$ cat config.mk
export PLATFORM = sky130hd
export DESIGN_NAME = frame_write_ctrl
export DESIGN_NICKNAME = d
export VERILOG_FILES = /design/src/rtl/frame_pkg.sv /design/src/rtl/rect_scanner.sv /design/src/rtl/frame_write_ctrl.sv
export SDC_FILE = /design/constraint.sdc
export NUM_CORES = 1
export LEC_CHECK = 0
export ABC_AREA = 1
export CAP_MARGIN = 20
export CORE_MARGIN = 10
export CORE_UTILIZATION = 65
export CTS_BUF_LIST = sky130_fd_sc_hd__clkbuf_2
export DETAILED_ROUTE_END_ITERATION = 10
export DONT_BUFFER_PORTS = 1
export MAX_ROUTING_LAYER = met4
export PLACE_DENSITY = 0.77
export SETUP_SLACK_MARGIN = 0.3
export SLEW_MARGIN = 20
export SYNTH_ARGS = -nofsm -noshare
export SYNTH_HDL_FRONTEND = slang
export SYNTH_SLANG_ARGS = --single-unit
$ cat constraint.sdc
create_clock -name clk -period 5.5 [get_ports clk]
set_input_delay 1.1 -clock clk [delete_from_list [all_inputs] [get_ports clk]]
set_output_delay 1.1 -clock clk [all_outputs]
set_load 0.02 [all_outputs]
$ cat src/rtl/frame_pkg.sv
// Shared constants, opcodes and FSM encoding for the display RAM write controller.
package frame_pkg;

  localparam int unsigned IMG_W = 64;
  localparam int unsigned IMG_H = 64;
  localparam int unsigned AW    = 12;
  localparam int unsigned CW    = 6;

  localparam logic [1:0] OP_SET_PIXEL = 2'b00;
  localparam logic [1:0] OP_HLINE     = 2'b01;
  localparam logic [1:0] OP_RECT      = 2'b10;
  localparam logic [1:0] OP_CLEAR     = 2'b11;

  typedef enum logic [1:0] {
    StIdle   = 2'b00,
    StDraw   = 2'b01,
    StFinish = 2'b10
  } state_t;

  function automatic logic [CW-1:0] min_c(input logic [CW-1:0] a, input logic [CW-1:0] b);
    return (a < b) ? a : b;
  endfunction

  function automatic logic [CW-1:0] max_c(input logic [CW-1:0] a, input logic [CW-1:0] b);
    return (a < b) ? b : a;
  endfunction

endpackage

$ cat src/rtl/rect_scanner.sv
// Raster walker over [xs..xe] x [ys..ye]; holds the most recently issued pixel and
// presents the following pixel so the caller can issue it in the same cycle it steps.
module rect_scanner #(
  parameter int unsigned CW = 6
) (
  input  logic          i_clk,
  input  logic          i_rst_n,
  input  logic          i_start,
  input  logic          i_step,
  input  logic [CW-1:0] i_xs,
  input  logic [CW-1:0] i_xe,
  input  logic [CW-1:0] i_ys,
  input  logic [CW-1:0] i_ye,
  output logic [CW-1:0] o_nx,
  output logic [CW-1:0] o_ny,
  output logic          o_last
);

  logic [CW-1:0] r_x;
  logic [CW-1:0] r_y;
  logic [CW-1:0] r_xs;
  logic [CW-1:0] r_xe;
  logic [CW-1:0] r_ye;
  logic          w_row_end;

  assign w_row_end = (r_x == r_xe);
  assign o_last    = w_row_end && (r_y == r_ye);
  assign o_nx      = w_row_end ? r_xs : r_x + 1'b1;
  assign o_ny      = w_row_end ? r_y + 1'b1 : r_y;

  always_ff @(posedge i_clk) begin
    if (!i_rst_n) begin
      r_x  <= '0;
      r_y  <= '0;
      r_xs <= '0;
      r_xe <= '0;
      r_ye <= '0;
    end else if (i_start) begin
      r_x  <= i_xs;
      r_y  <= i_ys;
      r_xs <= i_xs;
      r_xe <= i_xe;
      r_ye <= i_ye;
    end else if (i_step) begin
      r_x <= o_nx;
      r_y <= o_ny;
    end
  end

endmodule

$ cat src/rtl/frame_write_ctrl.sv
// Write-port controller for the 1-bit display RAM: runs pixel/line/rect/clear commands
// and arbitrates them against direct NIOS writes.
module frame_write_ctrl #(
  parameter int unsigned IMG_W = frame_pkg::IMG_W,
  parameter int unsigned IMG_H = frame_pkg::IMG_H,
  parameter int unsigned AW    = frame_pkg::AW
) (
  input  logic          clk,
  input  logic          reset,
  input  logic          cmd_valid,
  output logic          cmd_ready,
  input  logic [1:0]    cmd_op,
  input  logic [5:0]    cmd_x0,
  input  logic [5:0]    cmd_y0,
  input  logic [5:0]    cmd_x1,
  input  logic [5:0]    cmd_y1,
  input  logic          cmd_color,
  input  logic          dir_wren,
  input  logic [AW-1:0] dir_addr,
  input  logic          dir_data,
  output logic          dir_ready,
  output logic          busy,
  output logic          done,
  output logic          dir_drop,
  output logic          wren,
  output logic [AW-1:0] wraddress,
  output logic          data
);

  import frame_pkg::*;

  state_t        r_state;
  state_t        w_state_d;
  logic          r_wren;
  logic [AW-1:0] r_wraddress;
  logic          r_data;
  logic          r_dir_drop;
  logic          r_color;

  logic [CW-1:0] w_xs;
  logic [CW-1:0] w_xe;
  logic [CW-1:0] w_ys;
  logic [CW-1:0] w_ye;
  logic [CW-1:0] w_nx;
  logic [CW-1:0] w_ny;
  logic          w_last;
  logic          w_start;
  logic          w_step;
  logic          w_wr_en;
  logic [AW-1:0] w_wr_addr;
  logic          w_wr_data;
  logic          w_drop_set;

  // Normalised bounding box of the command currently on the input.
  always_comb begin
    w_xs = min_c(cmd_x0, cmd_x1);
    w_xe = max_c(cmd_x0, cmd_x1);
    w_ys = min_c(cmd_y0, cmd_y1);
    w_ye = max_c(cmd_y0, cmd_y1);
    unique case (cmd_op)
      OP_SET_PIXEL: begin
        w_xs = cmd_x0;
        w_xe = cmd_x0;
        w_ys = cmd_y0;
        w_ye = cmd_y0;
      end
      OP_HLINE: begin
        w_ys = cmd_y0;
        w_ye = cmd_y0;
      end
      OP_RECT: ;
      OP_CLEAR: begin
        w_xs = '0;
        w_xe = CW'(IMG_W - 1);
        w_ys = '0;
        w_ye = CW'(IMG_H - 1);
      end
      default: ;
    endcase
  end

  rect_scanner #(
    .CW(CW)
  ) u_scanner (
    .i_clk   (clk),
    .i_rst_n (reset),
    .i_start (w_start),
    .i_step  (w_step),
    .i_xs    (w_xs),
    .i_xe    (w_xe),
    .i_ys    (w_ys),
    .i_ye    (w_ye),
    .o_nx    (w_nx),
    .o_ny    (w_ny),
    .o_last  (w_last)
  );

  assign dir_ready = (r_state == StIdle);
  assign cmd_ready = (r_state == StIdle) && !dir_wren;
  assign busy      = (r_state != StIdle);
  assign done      = (r_state == StFinish);
  assign dir_drop  = r_dir_drop;
  assign wren      = r_wren;
  assign wraddress = r_wraddress;
  assign data      = r_data;

  // The first pixel is issued in the acceptance cycle; after that the scanner holds the
  // pixel last issued, so DRAW issues its successor until the held pixel is the last one.
  always_comb begin
    w_state_d  = r_state;
    w_start    = 1'b0;
    w_step     = 1'b0;
    w_wr_en    = 1'b0;
    w_wr_addr  = r_wraddress;
    w_wr_data  = r_data;
    w_drop_set = 1'b0;
    unique case (r_state)
      StIdle: begin
        if (dir_wren) begin
          w_wr_en   = 1'b1;
          w_wr_addr = dir_addr;
          w_wr_data = dir_data;
        end else if (cmd_valid) begin
          w_start   = 1'b1;
          w_wr_en   = 1'b1;
          w_wr_addr = AW'({w_ys, w_xs});
          w_wr_data = cmd_color;
          w_state_d = StDraw;
        end
      end
      StDraw: begin
        w_drop_set = dir_wren;
        if (w_last) begin
          w_state_d = StFinish;
        end else begin
          w_step    = 1'b1;
          w_wr_en   = 1'b1;
          w_wr_addr = AW'({w_ny, w_nx});
          w_wr_data = r_color;
        end
      end
      StFinish: begin
        w_drop_set = dir_wren;
        w_state_d  = StIdle;
      end
      default: w_state_d = StIdle;
    endcase
  end

  always_ff @(posedge clk) begin
    if (!reset) begin
      r_state     <= StIdle;
      r_wren      <= 1'b0;
      r_wraddress <= '0;
      r_data      <= 1'b0;
      r_dir_drop  <= 1'b0;
      r_color     <= 1'b0;
    end else begin
      r_state    <= w_state_d;
      r_wren     <= w_wr_en;
      r_dir_drop <= r_dir_drop | w_drop_set;
      if (w_wr_en) begin
        r_wraddress <= w_wr_addr;
        r_data      <= w_wr_data;
      end
      if (w_start) begin
        r_color <= cmd_color;
      end
    end
  end

endmodule

==> results of run 1 <==
[how the worst max path moves through the flow]
stage,slack [ns],cells after the start,end,from
after floorplan,2.85,2,cmd_ready,dir_wren
after global placement,2.57,5,u_scanner.r_ye[2]$_SDFFE_PN0P_,dir_wren
after detailed placement,2.55,5,u_scanner.r_ye[4]$_SDFFE_PN0P_,dir_wren
after CTS,2.48,4,cmd_ready,r_state[1]$_SDFFE_PN0P_
after global routing,2.27,8,u_scanner.r_ye[4]$_SDFFE_PN0P_,r_state[0]$_SDFFE_PN0P_
final,2.53,4,cmd_ready,r_state[0]$_SDFFE_PN0P_
[power breakdown]
group	switching (W)	internal (W)	total (W)
registers	0.0000583	0.000390	0.000448
clock network	0.000109	0.0000262	0.000135
logic	0.000239	0.000111	0.000350
[flip-flops by register name (all words and copies together) (netlist names)]
| signal | count |
|---|---|
| u_scanner.r_xs | 6 |
| r_state | 2 |
| u_scanner.r_xe | 6 |
| data | 1 |
| u_scanner.r_ye | 6 |
| u_scanner.r_x | 6 |
| wren | 1 |
| u_scanner.r_y | 6 |
| dir_drop | 1 |
| wraddress | 12 |
| r_color | 1 |
[cell usage after synthesis (5+ instances only)]
| cell type | count |
|---|---|
| nand2_1 | 160 |
| o211ai_1 | 9 |
| nand3_1 | 86 |
| o21ai_0 | 34 |
| a21oi_2 | 8 |
| buf_2 | 11 |
| xor2_1 | 12 |
| buf_6 | 5 |
| nor2_1 | 34 |
| a31oi_1 | 13 |
| inv_1 | 79 |
| dfxtp_1 | 48 |
| ha_1 | 19 |
| clkbuf_1 | 9 |
| a21oi_1 | 35 |
[worst max-delay path, delay by kind of cell, from the launching register on]
family                     cells  cell delay (ns)
buffers and inverters          2             0.33
and+or+nand+nor                1             0.37
adders and majority gates      1             0.35
DFF                            1             0.39
[cell type report]
cell class,instances,area [um^2],share of cell area [%]
Multi-Input combinational cell,430,2240,61.7
Timing Repair Buffer,1,7.51,0.207
Inverter,80,300,8.26
Tap cell,72,90.1,2.48
Clock inverter,2,7.51,0.207
Clock buffer,5,25.0,0.688
Sequential cell,48,961,26.4
[per-layer routing]
| metal | vias up | share of wire (%) | GRT usage [%] | wire length [um] |
|---|---|---|---|---|
| met4 | 0 | 0.93 | 5.36 | 85 |
| met3 | 6 | 10 | 5.66 | 938 |
| li1 | 1849 | - | - | - |
| met5 | - | 0 | - | 0 |
| met1 | 1606 | 47 | 28.1 | 4290 |
| met2 | 134 | 42 | 30.0 | 3850 |
[through the flow]
stage | util (%) | cell area [um^2] | total power (W) | hold WS (ns) | setup WS, ns
floorplan | - | 3660 | 0.000752 | 0.445 | 2.85
global placement | 65.8 | 3600 | 0.000793 | 0.453 | 2.57
detailed placement | 65.8 | 3600 | 0.000801 | 0.456 | 2.55
CTS | 66.4 | 3630 | 0.000934 | 0.481 | 2.48
global route | 66.4 | 3630 | 0.00101 | 0.509 | 2.27
finish | 66.4 | 3630 | 0.000933 | 0.482 | 2.53
[layout by cell type, fill, tap and decap left out]
cell,count
nor3_1,1
nand3_4,1
ha_1,19
clkbuf_2,5
or2_2,1
nor2_1,34
nand2_2,4
o21ai_1,1
a21o_1,1
o21ai_0,34
clkinv_1,3
nand2_4,1
o211ai_1,9
a21oi_1,35
a21oi_4,1
xor2_1,12
or2_1,2
nor2_2,2
nand3_1,86
a21oi_2,8
dfxtp_1,48
nor3_4,1
xnor2_1,3
inv_1,79
o21ai_4,1
a31oi_1,13
nand2_1,160
buf_4,1
[kinds of logic (layout without fill, tap and decap cells)]
kind of cell    count (synthesis)  count (layout)
simple gates                  293             293
buf+inv                       108              88
compound gates                103             103
flops                          48              48
fa+ha+maj                      19              19
xor+xnor                       15              15
==> impl_metrics.ini, run 1 <==
[synthesis]
synth_edf_count = 0
synthTopCellsByArea = dfxtp_1 (26%), nand2_1 (16%), nand3_1 (12%), inv_1 (8.1%), ha_1 (6.5%)
synth_compound_area_share_pct = 16.6
yosysWarnings = 0
synth_top_cell_area_share_pct = 26.2
synth_top_area_cell = dfxtp_1
synth_ff_type = dfxtp_1
ys_ff_latch = 48
yosys.area_share.adder_pct = 6.49
synth_fp_nets = 649
async_flop_share_pct = 0
synth_simple_gate_area_share_pct = 34.5
syn_area_mm2 = 0.00366
syn_avg_cell_area_um2 = 6.25
synth-xor-area-share_pct = 3.59
ys_types = 31
synthMuxAreaShare_pct = 0
synth_cells = 586
synth_top_family_by_area = simple AND/OR/NAND/NOR gates
synth-seq-area-share_pct = 26.2

[run]
maxCapViolCount = 0

[critical_path]
cp_slowest_stage_delay_ns = 0.39
r2r_end = u_scanner.r_ye[5]$_SDFFE_PN0P_
crit_arrival_ns = 1.87
slowest_stage = dfxtp_1
crit_top_cell = inv_1
worst_setup_path_end_kind = output pin
worstSetupPathType = reg2out
cp-start-kind = flop
rr_worst_depth = 8
cp_max_fo = 4
crit_required_ns = 4.40
cp_cell_sequence = inv_1 -> ha_1 -> inv_1 -> nor2_1
r2r_slack_ns = 2.53
r2r-start = r_state[0]$_SDFFE_PN0P_

[placement]
dp_hpwl_mm = 6.91
place_inst = 631
place.gp.congestion = 0.855
io_buffer_count = 0

[grt]
grt_pass1_wl_mm = 15.0
grt_pass1_vias = 3180
grt_max_degree = 39
grtUsageTotal_pct = 20.9
antenna_found_initial = 0
overflow = 0

[floorplan]
rows = 27
die_h_um = 95.1
ioPinCount = 63
dieArea_mm2 = 0.00904
core-area_mm2 = 0.00547
die_w_um = 95.1
initial_utilization_pct = 66.9

[timing]
setup_tns_ns = 0
slew_headroom_pct = 34.0
period_needed_ns = 2.97
worst_slew_pin_slew_ns = 0.989
hold_violations = 0
rsz0062_at_grt = no
finalSetupViolCount = 0
finClkSkew_ns = 0.0263
fin_crit_sh_pct = 54.1
final_max_slew_viol_count = 0
fmax_mhz = 336

[drt]
dr.pass1.iters = 5
wl_per_cell_um = 14.4
viasPerCell = 5.63
drc_errors = 0
wirelength_mm = 9.17
ant_nets = 0
drtIter0Drc = 264
via_count = 3595

[outcome]
outcome = finished clean

[power_and_ir_drop]
irDropWorstVdd_v = 0.000129
powerDensity_mw_per_mm2 = 257
p_leak_nw = 1.85

[clocking]
insertion_delay_ns = 0.43
cts_tree = built
clk_pin_slew_ns = 0.24
cts_setup_buffers = 0
cts_root_buffer = clkbuf_2
clock_path_buffers = 2
cts_buffers = 5
cts-hold-fix-buffers = 0
clock-sinks = 48
ctsResizeCount = 0
htreeDepth = 2

[hold_path]
holdPathStages = 2
min_to = u_scanner.r_xs[0]$_SDFFE_PN0P_
hold_class = reg2reg
hp-start = u_scanner.r_xs[0]$_SDFFE_PN0P_

[layout]
final_cells = 638
n_antenna_cell = 0
final_nets = 629
drive_gt1_share_pct = 4.59
area_delta_synth_final_pct = -0.752
nFillCells = 548
Note: power is estimated with default switching activity, not from simulation.
==> inputs of run 2 (changes only) <==
--- a/config.mk
+++ b/config.mk
@@ -5,15 +5,15 @@
 export SDC_FILE = /design/constraint.sdc
 export NUM_CORES = 1
 export LEC_CHECK = 0
-export ABC_AREA = 1
+export ABC_AREA = 0
 export CAP_MARGIN = 20
 export CORE_MARGIN = 10
-export CORE_UTILIZATION = 65
+export CORE_UTILIZATION = 60
 export CTS_BUF_LIST = sky130_fd_sc_hd__clkbuf_2
 export DETAILED_ROUTE_END_ITERATION = 10
 export DONT_BUFFER_PORTS = 1
 export MAX_ROUTING_LAYER = met4
-export PLACE_DENSITY = 0.77
+export PLACE_DENSITY = 0.75
 export SETUP_SLACK_MARGIN = 0.3
 export SLEW_MARGIN = 20
 export SYNTH_ARGS = -nofsm -noshare
==> constraint.sdc (replaced) <==
create_clock -name clk -period 2.4 [get_ports clk]
set_input_delay 0.48 -clock clk [delete_from_list [all_inputs] [get_ports clk]]
set_output_delay 0.48 -clock clk [all_outputs]
set_load 0.02 [all_outputs]
==> impl_metrics.ini, run 2 <==
[outcome]
outcome = finished clean

[critical_path]
slowest_stage = dfxtp_1
r2r_slack_ns = 0.36
r2r-start = u_scanner.r_xe[2]$_SDFFE_PN0P_
crit_buf_inv = 2
crit_required_ns = 2.75
cp-start-kind = flop
cp_slowest_stage_delay_ns = 0.46
cp.depth = 8
crit_path_end = wraddress[8]$_SDFFE_PN0P_
startpoint = u_scanner.r_xe[2]$_SDFFE_PN0P_
worst_setup_path_end_kind = flop
r2r_end = wraddress[8]$_SDFFE_PN0P_
cp_cell_sequence = xnor2_2 -> nand4_2 -> buf_4 -> nor4_4 -> buf_4 -> a21boi_1 -> a21boi_1 -> a32o_1
rr_worst_depth = 8
crit_family = simple AND/OR/NAND/NOR gates
crit_arrival_ns = 2.40
worstSetupPathType = reg2reg
cp_max_fo = 5

[synthesis]
synth_edf_count = 0
synth_top_area_cell = dfxtp_1
yosysWarnings = 0
ys_ff_latch = 48
synth_cells = 424
synth_ff_type = dfxtp_1
syn_area_mm2 = 0.00342
synth-seq-area-share_pct = 28.1
synthTopCellsByArea = dfxtp_1 (28%), ha_1 (7.0%), xnor2_1 (5.9%), nand2_1 (5.0%), o21ai_0 (4.7%)
synth_fp_nets = 487
syn_avg_cell_area_um2 = 8.06
async_flop_share_pct = 0
ys_types = 54
yosysMostFrequentCell = dfxtp_1
ys_top_cells_by_count = dfxtp_1 (48), nand2_1 (46), o21ai_0 (32)
synth_top_cell_area_share_pct = 28.1

[clocking]
htreeDepth = 2
insertion_delay_ns = 0.44
clock-sinks = 48
cts_buffers = 5
clk_pin_slew_ns = 0.25
clock_path_buffers = 2
cts-hold-fix-buffers = 0
cts_root_buffer = clkbuf_2
cts_tree = built

[timing]
setup_tns_ns = 0
finClkSkew_ns = 0.0226
fin_crit_sh_pct = 85.2
fmax_mhz = 489
period_needed_ns = 2.04
slew_headroom_pct = 45.5
worst_slew_pin_slew_ns = 0.810
finalSetupViolCount = 0
hold_violations = 0
rsz0062_at_grt = no
final_max_slew_viol_count = 0

[floorplan]
rows = 27
die_h_um = 95.5
core-area_mm2 = 0.00551
initial_utilization_pct = 62.1
die_w_um = 95.5
dieArea_mm2 = 0.00912
ioPinCount = 63

[drt]
drtIter0Drc = 375
wl_per_cell_um = 20.0
wirelength_mm = 10.2
ant_nets = 0
via_count = 3352
viasPerCell = 6.59
drc_errors = 0
dr.pass1.iters = 5

[layout]
area_delta_synth_final_pct = 11.7
postLayoutCellArea_mm2 = 0.00382
largest_reg_flops = 12
drive_gt1_share_pct = 20.6
layout_commonest_cell = nand2_1
final_cell_mix = nand2_1 (45), dfxtp_1 (37), o21ai_0 (30), buf_4 (30), inv_1 (22)
final_cells = 509
utilization_pct = 69.4
n_antenna_cell = 0
final_nets = 499

[placement]
placed_cell_area_mm2 = 0.00364
dp_hpwl_mm = 7.75
io_buffer_count = 0
place_inst = 494
place.gp.congestion = 0.937

[grt]
overflow = 0
grt_max_degree = 39
grtUsageTotal_pct = 22.1
grt_pass1_vias = 3052
antenna_found_initial = 0
grt_pass1_wl_mm = 15.7

[run]
maxCapViolCount = 0

[power_and_ir_drop]
finalPower_w = 0.00214
powerDensity_mw_per_mm2 = 561
irDropWorstVdd_v = 0.000269
p_leak_nw = 1.59

[hold_path]
hold_class = in2reg
## run 2: how the worst min path moves through the flow
| stage | start | to | slack (ns) | depth (start not counted) |
|---|---|---|---|---|
| after floorplan | r_color$_SDFFE_PN0P_ | r_color$_SDFFE_PN0P_ | 0.44 | 2 |
| after global placement | r_color$_SDFFE_PN0P_ | r_color$_SDFFE_PN0P_ | 0.45 | 2 |
| final | reset | u_scanner.r_xs[4]$_SDFFE_PN0P_ | 0.13 | 1 |
| after CTS | cmd_color | r_color$_SDFFE_PN0P_ | 0.13 | 2 |
| after detailed placement | r_color$_SDFFE_PN0P_ | r_color$_SDFFE_PN0P_ | 0.45 | 2 |
| after global routing | reset | u_scanner.r_xs[2]$_SDFFE_PN0P_ | 0.1 | 1 |
## run 2: final cells by class
type                       count  area, um^2
multi-input combinational    328        2400
timing repair buffer          30         225
sequential                    48         982
fill                         462        1690
clock inverter                 2        11.3
clock buffer                   6        30.0
inverter                      23        86.3
tap                           72        90.1
## run 2: power breakdown
group / leakage (nW) / internal [W] / switching [W] / total (W)
Clock: 0.0266 / 0.0000725 / 0.000271 / 0.000343
Combinational: 1.17 / 0.000364 / 0.000435 / 0.000799
Sequential: 0.401 / 0.000883 / 0.000119 / 0.00100
Total: 1.59 / 0.00132 / 0.000825 / 0.00214
## run 2: per-layer routing
metal,up-vias,share of wire [%],GRT usage [%]
met3,17,11,4.63
met1,1584,44,30.6
met5,-,0,-
met4,0,1.5,6.88
met2,176,44,31.3
li1,1575,-,-
## run 2: cells by family after synthesis
kind of cell,count (synthesis),share of synthesized area [%]
buf+inv,48,5.67
flops,48,28.1
xor+xnor,26,6.88
compound gates,138,27.9
simple gates,120,16.8
mux,25,7.72
fa+ha+maj,19,6.95
## run 2: worst reg2reg max path: stages, from the launching register on
cell      delay [ns]
dfxtp_1         0.46
xnor2_2         0.14
nand4_2         0.20
buf_4           0.21
nor4_4          0.30
buf_4           0.19
a21boi_1        0.07
a21boi_1        0.13
a32o_1          0.25
## run 2: metrics by stage
stage | setup slack, ns | hold slack [ns]
final | 0.356 | 0.132
after detailed placement | -0.00858 | 0.451
after global placement | 0.0993 | 0.448
after floorplan | 0.232 | 0.437
after global routing | 0.282 | 0.0973
after CTS | 0.299 | 0.131
## run 2: what timing repair did
action	4_1_cts	5_1_grt
endpoints found under the setup margin	16	35
gates resized for setup	8	25
pin swaps	1	4
hold endpoints to repair	0	0
setup buffers	1	6
